==> config.mk <==
export PLATFORM = sky130hd
export DESIGN_NAME = axi4_pxl_write_master
export DESIGN_NICKNAME = d
export VERILOG_FILES = /design/src/rtl/axi4_pxl_write_master.sv
export SDC_FILE = /design/constraint.sdc
export NUM_CORES = 1
export LEC_CHECK = 0
export ABC_AREA = 1
export BUFFER_PORTS_ARGS = -buffer_cell sky130_fd_sc_hd__buf_2
export CAP_MARGIN = 20
export CELL_PAD_IN_SITES_DETAIL_PLACEMENT = 0
export CELL_PAD_IN_SITES_GLOBAL_PLACEMENT = 1
export CORE_MARGIN = 1
export CORE_UTILIZATION = 44
export CTS_CLUSTER_SIZE = 10
export DETAILED_ROUTE_END_ITERATION = 6
export HOLD_SLACK_MARGIN = 0.03
export PLACE_DENSITY_LB_ADDON = 0.05
export REMOVE_ABC_BUFFERS = 1
export SLEW_MARGIN = 10
export SYNTH_ARGS = -nofsm -noshare
export SYNTH_HDL_FRONTEND = slang
export SYNTH_SLANG_ARGS = --single-unit
==> constraint.sdc <==
create_clock -name clk -period 4.2 [get_ports clk]
set_clock_uncertainty 0.15 [all_clocks]
set_input_delay 0.21 -clock clk [delete_from_list [all_inputs] [get_ports clk]]
set_output_delay 0.21 -clock clk [all_outputs]
set_load 0.02 [all_outputs]
==> src/rtl/axi4_pxl_write_master.sv <==
// Packs downscaled grayscale pixels into AXI4 write beats and writes them as fixed-length
// INCR bursts into a frame buffer that wraps every frame, retiring write responses.
module axi4_pxl_write_master #(
    parameter int unsigned       GS_PXL_W   = 8,
    parameter int unsigned       DATA_W     = 32,
    parameter int unsigned       ADDR_W     = 32,
    parameter int unsigned       COL_NUM    = 320,
    parameter int unsigned       ROW_NUM    = 240,
    parameter int unsigned       BURST_LEN  = 16,
    parameter int unsigned       OUTSTD_MAX = 4,
    parameter logic [ADDR_W-1:0] FRAME_BASE = '0
) (
    input  logic                  clk,
    input  logic                  rst,
    input  logic [GS_PXL_W-1:0]   ds_pxl_i,
    input  logic                  ds_pxl_vld_i,
    output logic                  ds_aw_rdy_o,
    output logic                  ds_w_rdy_o,
    output logic [ADDR_W-1:0]     m_awaddr_o,
    output logic [7:0]            m_awlen_o,
    output logic [2:0]            m_awsize_o,
    output logic [1:0]            m_awburst_o,
    output logic                  m_awvalid_o,
    input  logic                  m_awready_i,
    output logic [DATA_W-1:0]     m_wdata_o,
    output logic [DATA_W/8-1:0]   m_wstrb_o,
    output logic                  m_wlast_o,
    output logic                  m_wvalid_o,
    input  logic                  m_wready_i,
    input  logic [1:0]            m_bresp_i,
    input  logic                  m_bvalid_i,
    output logic                  m_bready_o,
    output logic                  frame_done_o,
    output logic                  wr_err_o
);

    localparam int unsigned PPB         = DATA_W / GS_PXL_W;
    localparam int unsigned PPBURST     = PPB * BURST_LEN;
    localparam int unsigned BPF         = (COL_NUM * ROW_NUM) / PPBURST;
    localparam int unsigned BURST_BYTES = BURST_LEN * DATA_W / 8;
    localparam int unsigned SLOT_W      = $clog2(PPB + 1);
    localparam int unsigned PCNT_W      = $clog2(PPBURST + 1);
    localparam int unsigned BEAT_W      = $clog2(BURST_LEN + 1);
    localparam int unsigned BIDX_W      = $clog2(BPF + 1);
    localparam int unsigned OUT_W       = $clog2(OUTSTD_MAX + 1);

    typedef enum logic {AW_IDLE, AW_SEND} aw_state_e;

    aw_state_e             aw_state_q;
    logic [BIDX_W-1:0]     burst_idx_q;
    logic [ADDR_W-1:0]     awaddr_q;

    logic [SLOT_W-1:0]     slot_q, slot_d;
    logic [PCNT_W-1:0]     pcnt_q, pcnt_d;
    logic [DATA_W-1:0]     pack_q, pack_d;
    logic [DATA_W-1:0]     fifo_q [2];
    logic [DATA_W-1:0]     fifo_d [2];
    logic                  wr_ptr_q, wr_ptr_d, rd_ptr_q, rd_ptr_d;
    logic [1:0]            fcnt_q, fcnt_d;
    logic [BEAT_W-1:0]     beat_q, beat_d;
    logic [OUT_W-1:0]      credit_q, credit_d, outstd_q, outstd_d;
    logic [BIDX_W-1:0]     bcnt_q, bcnt_d;
    logic                  frame_done_q, frame_done_d, wr_err_q, wr_err_d;
    logic                  run_q;

    logic                  pxl_hsk, aw_hsk, w_hsk, b_hsk, push, burst_end;
    logic [DATA_W-1:0]     full_word;

    assign m_awlen_o    = 8'(BURST_LEN - 1);
    assign m_awsize_o   = 3'($clog2(DATA_W / 8));
    assign m_awburst_o  = 2'b01;
    assign m_awaddr_o   = awaddr_q;
    assign m_awvalid_o  = (aw_state_q == AW_SEND);

    assign m_wvalid_o   = (fcnt_q != 2'd0);
    assign m_wdata_o    = fifo_q[rd_ptr_q];
    assign m_wstrb_o    = {(DATA_W/8){run_q}};
    assign m_wlast_o    = (beat_q == BEAT_W'(BURST_LEN - 1));
    assign m_bready_o   = run_q;
    assign frame_done_o = frame_done_q;
    assign wr_err_o     = wr_err_q;

    // Both readies decode registered state only, so slave readies never reach the upstream.
    assign ds_w_rdy_o   = run_q & (fcnt_q != 2'd2);
    assign ds_aw_rdy_o  = (credit_q != '0);

    assign pxl_hsk   = ds_pxl_vld_i & ds_aw_rdy_o & ds_w_rdy_o;
    assign aw_hsk    = m_awvalid_o & m_awready_i;
    assign w_hsk     = m_wvalid_o & m_wready_i;
    assign b_hsk     = m_bvalid_i & m_bready_o;
    assign push      = pxl_hsk & (slot_q == SLOT_W'(PPB - 1));
    assign burst_end = pxl_hsk & (pcnt_q == PCNT_W'(PPBURST - 1));

    always_ff @(posedge clk) begin
        if (rst) begin
            aw_state_q  <= AW_IDLE;
            burst_idx_q <= '0;
            awaddr_q    <= '0;
        end else begin
            case (aw_state_q)
                AW_IDLE: if (outstd_q < OUT_W'(OUTSTD_MAX)) begin
                    aw_state_q <= AW_SEND;
                    awaddr_q   <= FRAME_BASE + ADDR_W'(burst_idx_q) * ADDR_W'(BURST_BYTES);
                end
                AW_SEND: if (m_awready_i) begin
                    aw_state_q  <= AW_IDLE;
                    burst_idx_q <= (burst_idx_q == BIDX_W'(BPF - 1)) ? '0
                                                                     : burst_idx_q + BIDX_W'(1);
                end
                default: aw_state_q <= AW_IDLE;
            endcase
        end
    end

    always_comb begin
        // NOTE: every _d takes its held value first, so no branch can leave it unassigned
        // and infer a latch.
        full_word = pack_q;
        full_word[slot_q*GS_PXL_W +: GS_PXL_W] = ds_pxl_i;
        slot_d   = slot_q;
        pcnt_d   = pcnt_q;
        pack_d   = pack_q;
        fifo_d   = fifo_q;
        wr_ptr_d = wr_ptr_q;
        rd_ptr_d = rd_ptr_q;
        fcnt_d   = fcnt_q;
        beat_d   = beat_q;
        credit_d = credit_q;
        outstd_d = outstd_q;
        bcnt_d   = bcnt_q;
        wr_err_d = wr_err_q;
        frame_done_d = 1'b0;

        if (pxl_hsk) begin
            pack_d = full_word;
            slot_d = push ? '0 : slot_q + SLOT_W'(1);
            pcnt_d = burst_end ? '0 : pcnt_q + PCNT_W'(1);
        end
        if (push) begin
            fifo_d[wr_ptr_q] = full_word;
            wr_ptr_d         = ~wr_ptr_q;
        end
        if (w_hsk) begin
            rd_ptr_d = ~rd_ptr_q;
            beat_d   = (beat_q == BEAT_W'(BURST_LEN - 1)) ? '0 : beat_q + BEAT_W'(1);
        end
        if (push && !w_hsk)      fcnt_d = fcnt_q + 2'd1;
        else if (!push && w_hsk) fcnt_d = fcnt_q - 2'd1;

        if (aw_hsk && !burst_end)      credit_d = credit_q + OUT_W'(1);
        else if (!aw_hsk && burst_end) credit_d = credit_q - OUT_W'(1);

        if (aw_hsk && !b_hsk)      outstd_d = outstd_q + OUT_W'(1);
        else if (!aw_hsk && b_hsk) outstd_d = outstd_q - OUT_W'(1);

        if (b_hsk) begin
            frame_done_d = (bcnt_q == BIDX_W'(BPF - 1));
            bcnt_d       = frame_done_d ? '0 : bcnt_q + BIDX_W'(1);
            if (m_bresp_i != 2'b00) wr_err_d = 1'b1;
        end
    end

    // NOTE: non-blocking assignments so every flop samples pre-edge values regardless of order.
    always_ff @(posedge clk) begin
        if (rst) begin
            slot_q       <= '0;
            pcnt_q       <= '0;
            pack_q       <= '0;
            // NOTE: the beat registers are reset as well so m_wdata_o reads 0 during reset.
            fifo_q[0]    <= '0;
            fifo_q[1]    <= '0;
            wr_ptr_q     <= 1'b0;
            rd_ptr_q     <= 1'b0;
            fcnt_q       <= '0;
            beat_q       <= '0;
            credit_q     <= '0;
            outstd_q     <= '0;
            bcnt_q       <= '0;
            frame_done_q <= 1'b0;
            wr_err_q     <= 1'b0;
            run_q        <= 1'b0;
        end else begin
            slot_q       <= slot_d;
            pcnt_q       <= pcnt_d;
            pack_q       <= pack_d;
            fifo_q       <= fifo_d;
            wr_ptr_q     <= wr_ptr_d;
            rd_ptr_q     <= rd_ptr_d;
            fcnt_q       <= fcnt_d;
            beat_q       <= beat_d;
            credit_q     <= credit_d;
            outstd_q     <= outstd_d;
            bcnt_q       <= bcnt_d;
            frame_done_q <= frame_done_d;
            wr_err_q     <= wr_err_d;
            run_q        <= 1'b1;
        end
    end

endmodule

==> results of run 1 <==
[logic make-up (layout without fill, tap and decap cells)]
group / count (synthesis) / in the layout / share of synthesized area
and+or+nand+nor: 588 / 588 / 0.310
other: 2 / 34 / 0.000979
AOI/OAI and AO/OA: 156 / 156 / 0.103
buffers and inverters: 221 / 243 / 0.134
DFF: 158 / 158 / 0.412
xor gates and xnor gates: 11 / 11 / 0.0126
adders and majority gates: 15 / 15 / 0.0264
[flip-flops by register name (all words and copies together) (netlist names)]
signal	count
fifo_q	64
pack_q	32
bcnt_q	11
burst_idx_q	11
m_awaddr_o	11
pcnt_q	7
beat_q	5
credit_q	3
outstd_q	3
slot_q	3
fcnt_q	2
frame_done_o	1
m_awvalid_o	1
m_bready_o	1
rd_ptr_q	1
wr_err_o	1
wr_ptr_q	1
[through the flow]
stage / total power [W] / std cells / hold slack (ns)
floorplan: 0.00193 / 1097 / 0.129
global placement: 0.00206 / 1393 / 0.280
detailed placement: 0.00206 / 1393 / 0.286
CTS: 0.00356 / 1424 / 0.0448
global route: 0.00369 / 1425 / 0.0733
finish: 0.00352 / 1425 / 0.0501
[power breakdown]
group / total (W) / internal (W) / switching, W / leakage [nW]
Sequential: 0.00161 / 0.00156 / 0.0000507 / 1.28
Clock: 0.00149 / 0.000890 / 0.000595 / 0.274
Combinational: 0.000419 / 0.000118 / 0.000301 / 2.69
[timing repair]
action	CTS	global route
endpoints found under the hold margin	1	0
gates resized for setup	0	0
hold buffers	2	0
[final timing paths]
check,startpoint,endpoint,slack [ns],cells past startpoint
worst min register to register,beat_q[4],beat_q[4],0.29,2
worst max-delay path,slot_q[0],fifo_q[2],1.21,8
worst max register to register,slot_q[0],fifo_q[2],1.21,8
worst min-delay path,m_awready_i,m_awvalid_o,0.05,4
[tightest hold or removal path: cells and delay by family]
kind,cells,cell delay [ns]
and+or+nand+nor,3,0.29
buffers and inverters,1,0.07
[cell type report]
| cell class | count | share of cell area |
|---|---|---|
| repair buffers | 79 | 0.0496 |
| flip-flops and latches | 158 | 0.371 |
| clock inverters | 8 | 0.0109 |
| clock buffers | 21 | 0.0540 |
| inverters | 135 | 0.0596 |
| well taps | 220 | 0.0323 |
| multi-input cells | 804 | 0.422 |
[Yosys cell counts]
master	instances	area (um^2)
buf_6	4	45.0
nand4_1	18	113
nor4_1	1	6.26
or2_2	3	18.8
a41oi_1	1	8.76
o22ai_1	1	6.26
inv_2	5	18.8
a21boi_1	1	7.51
a21oi_1	34	170
ha_1	13	163
conb_1	2	7.51
nor3b_1	1	7.51
inv_1	130	488
nor2_2	3	18.8
o211ai_1	1	7.51
buf_4	38	285
fa_1	2	40.0
nor3_2	1	10.0
o21ai_1	1	5.00
a211oi_1	1	7.51
xor2_1	10	87.6
nor2_1	236	886
nand3_1	26	130
buf_1	3	11.3
xnor2_1	1	8.76
nand2_2	3	18.8
nand3_4	2	35.0
dfxtp_1	158	3160
nand2_1	278	1040
clkbuf_1	21	78.8
nand3b_1	2	15.0
buf_2	20	100
o21ai_0	116	581
nor2_4	1	11.3
nor3_1	13	65.1
[routing by layer]
layer  GRT usage  vias up  wire, um  share of wire
li1            -     3575         -              -
met1       0.250     2835      8280           0.51
met2       0.318       92      7320           0.45
met3      0.0472       13       600          0.037
met4      0.0543        0       157         0.0096
met5           0        -         0              0
==> reports/results.ini, run 1 <==
[pwr]
power_density_mw_per_mm2=413
total_leakage_power_nw=4.25
ir_worst_vdd_mv=0.318

[cells_and_area]
utilization=0.507
final_layout_size_suffix_gt1_frac=0.103
diodes=0
multiInputGateArea_mm2=0.00360
stdcell_area_mm2=0.00852
final_common_cell=nand2_1
regArea_mm2=0.00316
mostFrequentLayoutCells=278 x nand2_1, 236 x nor2_1, 157 x dfxtp_1, 129 x inv_1, 116 x o21ai_0
synthToLayoutAreaGrowth_pct=11.1
fin_nets=1226
fill_cells=1787

[timing]
setup_viol=0
max_freq_mhz=334
drv_slew=0
rsz0062_at_grt=false
relSlewSlack=0.457
hold_viol_final=0
setup_tns_ns=0
layout_min_cycle_time_ns=2.99
fin_ws_ns=1.21
tightest_slew_ns=0.814
fin_crit_sh=0.713

[cts]
post_cts_buffers=0
cts_buffers=17
cts_root_buffer=clkbuf_16
cts_sinks=158
cts_tree=built
htree_levels=4
cts_buffer_depth=2
insertion_delay_ns=0.42
clk_pin_slew_ns=0.06

[drt]
initialDrtViolationCount=429
drc=0
num_vias=6515
wl_per_cell_um=11.5
avgViaCountPerCell=4.57
antenna_left=0
wirelength_um=16400
firstDrtPassIters=4

[floorplan]
dieArea_mm2=0.0180
core_mm2=0.0168
ios=105
placementRows=47
die_y_um=134
initial_utilization=0.456
die_x_um=134

[global_routing]
grt_pass1_wl_um=28000
grt.total_usage=0.193
antenna_found_initial=0
grt_max_degree=63
overflow=0
grt_pass1_vias=5955

[critical_path]
critPathMaxStageDelay_ns=0.59
crit_chain=inv_1, ha_1, ha_1, nor2_2, nand3_1, o21ai_0, nor2_1, nor2_1
crit_path_end_kind=flip-flop
worstSetupStartpointType=flip-flop
crit_buf_inv=1
path_max_fanout=13
arrival_ns=3.21
required_ns=4.41
worstSetupPathType=flip-flop to flip-flop
critical-path-slowest-cell=dfxtp_1
crit_family=simple AND/OR/NAND/NOR gates

[placement]
dp_worst_setup_slack_ns=1.23
place.gp.congestion=0.767
place_area_mm2=0.00794
hpwl_um=10600
io_buffers=70

[outcome]
status=finished clean

[logic_synthesis]
netlist_instances=1151
yosysWarningCount=0
synth_cell_types=35
ys_seq_elements=158
syn_area_per_cell_um2=6.66
syn_area_mm2=0.00767
ys_seq_area_frac=0.412

[job]
drv_cap=0

[min_path]
hold_class=input port to flip-flop

(Power assumes the default switching activity.)
==> run 2: changes to the inputs <==
- CORE_UTILIZATION: 44 -> 37
- clock period: 4.2 -> 2.61 ns (I/O delays scaled with it)
==> reports/results.ini, run 2 (same netlist as run 1, synthesis figures left out) <==
[outcome]
status=finished clean

[critical_path]
crit_chain=inv_1, ha_1, ha_1, nor2_2, nand3_1, o21ai_0, nor2_1, nor2_1
critPathMaxStageDelay_ns=0.48
crit_family=simple AND/OR/NAND/NOR gates
r2r_start=slot_q[1]
crit_path_end_kind=flip-flop
worstSetupPathType=flip-flop to flip-flop
arrival_ns=2.62
critical-path-slowest-cell=o21ai_0
worstSetupStartpointType=flip-flop
crit_buf_inv=1
required_ns=2.82
path_max_fanout=9
crit_path_start=slot_q[1]

[drt]
firstDrtPassIters=6
num_vias=6629
wl_per_cell_um=12.0
avgViaCountPerCell=4.43
initialDrtViolationCount=275
wirelength_um=18000
antenna_left=0
drc=0

[pwr]
total_leakage_power_nw=4.39
power_density_mw_per_mm2=692
ir_worst_vdd_mv=0.399

[global_routing]
grt.total_usage=0.175
grt_pass1_wl_um=30100
antenna_found_initial=0
grt_max_degree=64
grt_pass1_vias=6139
overflow=0

[cts]
cts_buffers=17
cts_buffer_depth=2
htree_levels=4
clk_pin_slew_ns=0.06
cts_sinks=158
cts_root_buffer=clkbuf_16
insertion_delay_ns=0.42
post_cts_buffers=0
cts_tree=built

[min_path]
hold_class=input port to flip-flop
hold_start=ds_pxl_i[6]

[placement]
hpwl_um=11700
place.gp.congestion=0.763
io_buffers=70
dp_worst_setup_slack_ns=0.226

[floorplan]
dieArea_mm2=0.0213
die_y_um=146
placementRows=52
core_mm2=0.0203
initial_utilization=0.378
ios=105
die_x_um=146

[cells_and_area]
mostFrequentLayoutCells=278 x nand2_1, 235 x nor2_1, 157 x dfxtp_1, 129 x inv_1, 116 x o21ai_0
final_common_cell=nand2_1
largest_registers=fifo_q (64), pack_q (32)
final_layout_size_suffix_gt1_frac=0.117
largest_register_ff_count=64
top_register=fifo_q
fill_cells=2239
utilization=0.437
fin_nets=1245
diodes=0
synthToLayoutAreaGrowth_pct=15.7

[timing]
setup_viol=0
tightest_slew_ns=0.695
relSlewSlack=0.537
layout_min_cycle_time_ns=2.42
max_freq_mhz=413
fin_ws_ns=0.191
fin_crit_sh=0.927
rsz0062_at_grt=false
drv_slew=0
hold_viol_final=0

[job]
drv_cap=0

-- run 2: area by class of cell --
cell class | count | area [um^2] | area share
repair buffers | 98 | 593 | 0.0668
clock buffers | 20 | 467 | 0.0526
multi-input cells | 804 | 3600 | 0.406
inverters | 135 | 508 | 0.0572
well taps | 270 | 338 | 0.0381
flip-flops and latches | 158 | 3160 | 0.356
clock inverters | 12 | 205 | 0.0231
-- run 2: power breakdown --
group | switching (W) | internal [W] | leakage [nW]
logic | 0.000523 | 0.000218 | 2.79
registers | 0.0000614 | 0.00251 | 1.28
clock network | 0.00104 | 0.00179 | 0.324
total | 0.00163 | 0.00452 | 4.39
-- run 2: metal layers --
| layer | wire length [um] | up-vias | GRT usage |
|---|---|---|---|
| li1 | - | 3617 | - |
| met1 | 9050 | 2916 | 0.234 |
| met2 | 8220 | 90 | 0.285 |
| met3 | 587 | 6 | 0.0404 |
| met4 | 108 | 0 | 0.0411 |
| met5 | 0 | - | 0 |
-- run 2: path summary, 6_finish.rpt --
kind | endpoint | slack [ns] | cells after the start
setup / recovery | fifo_q[34] | 0.19 | 8
hold reg to reg | beat_q[4] | 0.29 | 2
setup reg to reg | fifo_q[34] | 0.19 | 8
hold / removal | pack_q[22] | 0.04 | 5
-- run 2: worst register-to-register path, stage by stage, from the launching register on --
cell	delay (ns)
dfxtp_1	0.42
inv_1	0.09
ha_1	0.19
ha_1	0.30
nor2_2	0.20
nand3_1	0.32
o21ai_0	0.48
nor2_1	0.10
nor2_1	0.13
-- run 2: metrics by stage --
step	cell area, um^2	TNS [ns]	hold slack (ns)	cells	total power, W
2_1_floorplan	7270	-23.91	0.0496	1097	0.00311
3_3_place_gp	8120	0	0.266	1457	0.00336
3_5_place_dp	8120	0	0.283	1457	0.00336
4_1_cts	8870	0	0.0323	1497	0.00624
5_1_grt	8880	0	0.0599	1497	0.00643
6_report	8880	0	0.0423	1497	0.00614
-- run 2: timing repair --
item	4_1_cts	5_1_grt
gates resized for setup	0	1
hold buffers	8	0
endpoints found under the setup margin	0	7
endpoints found under the hold margin	18	0
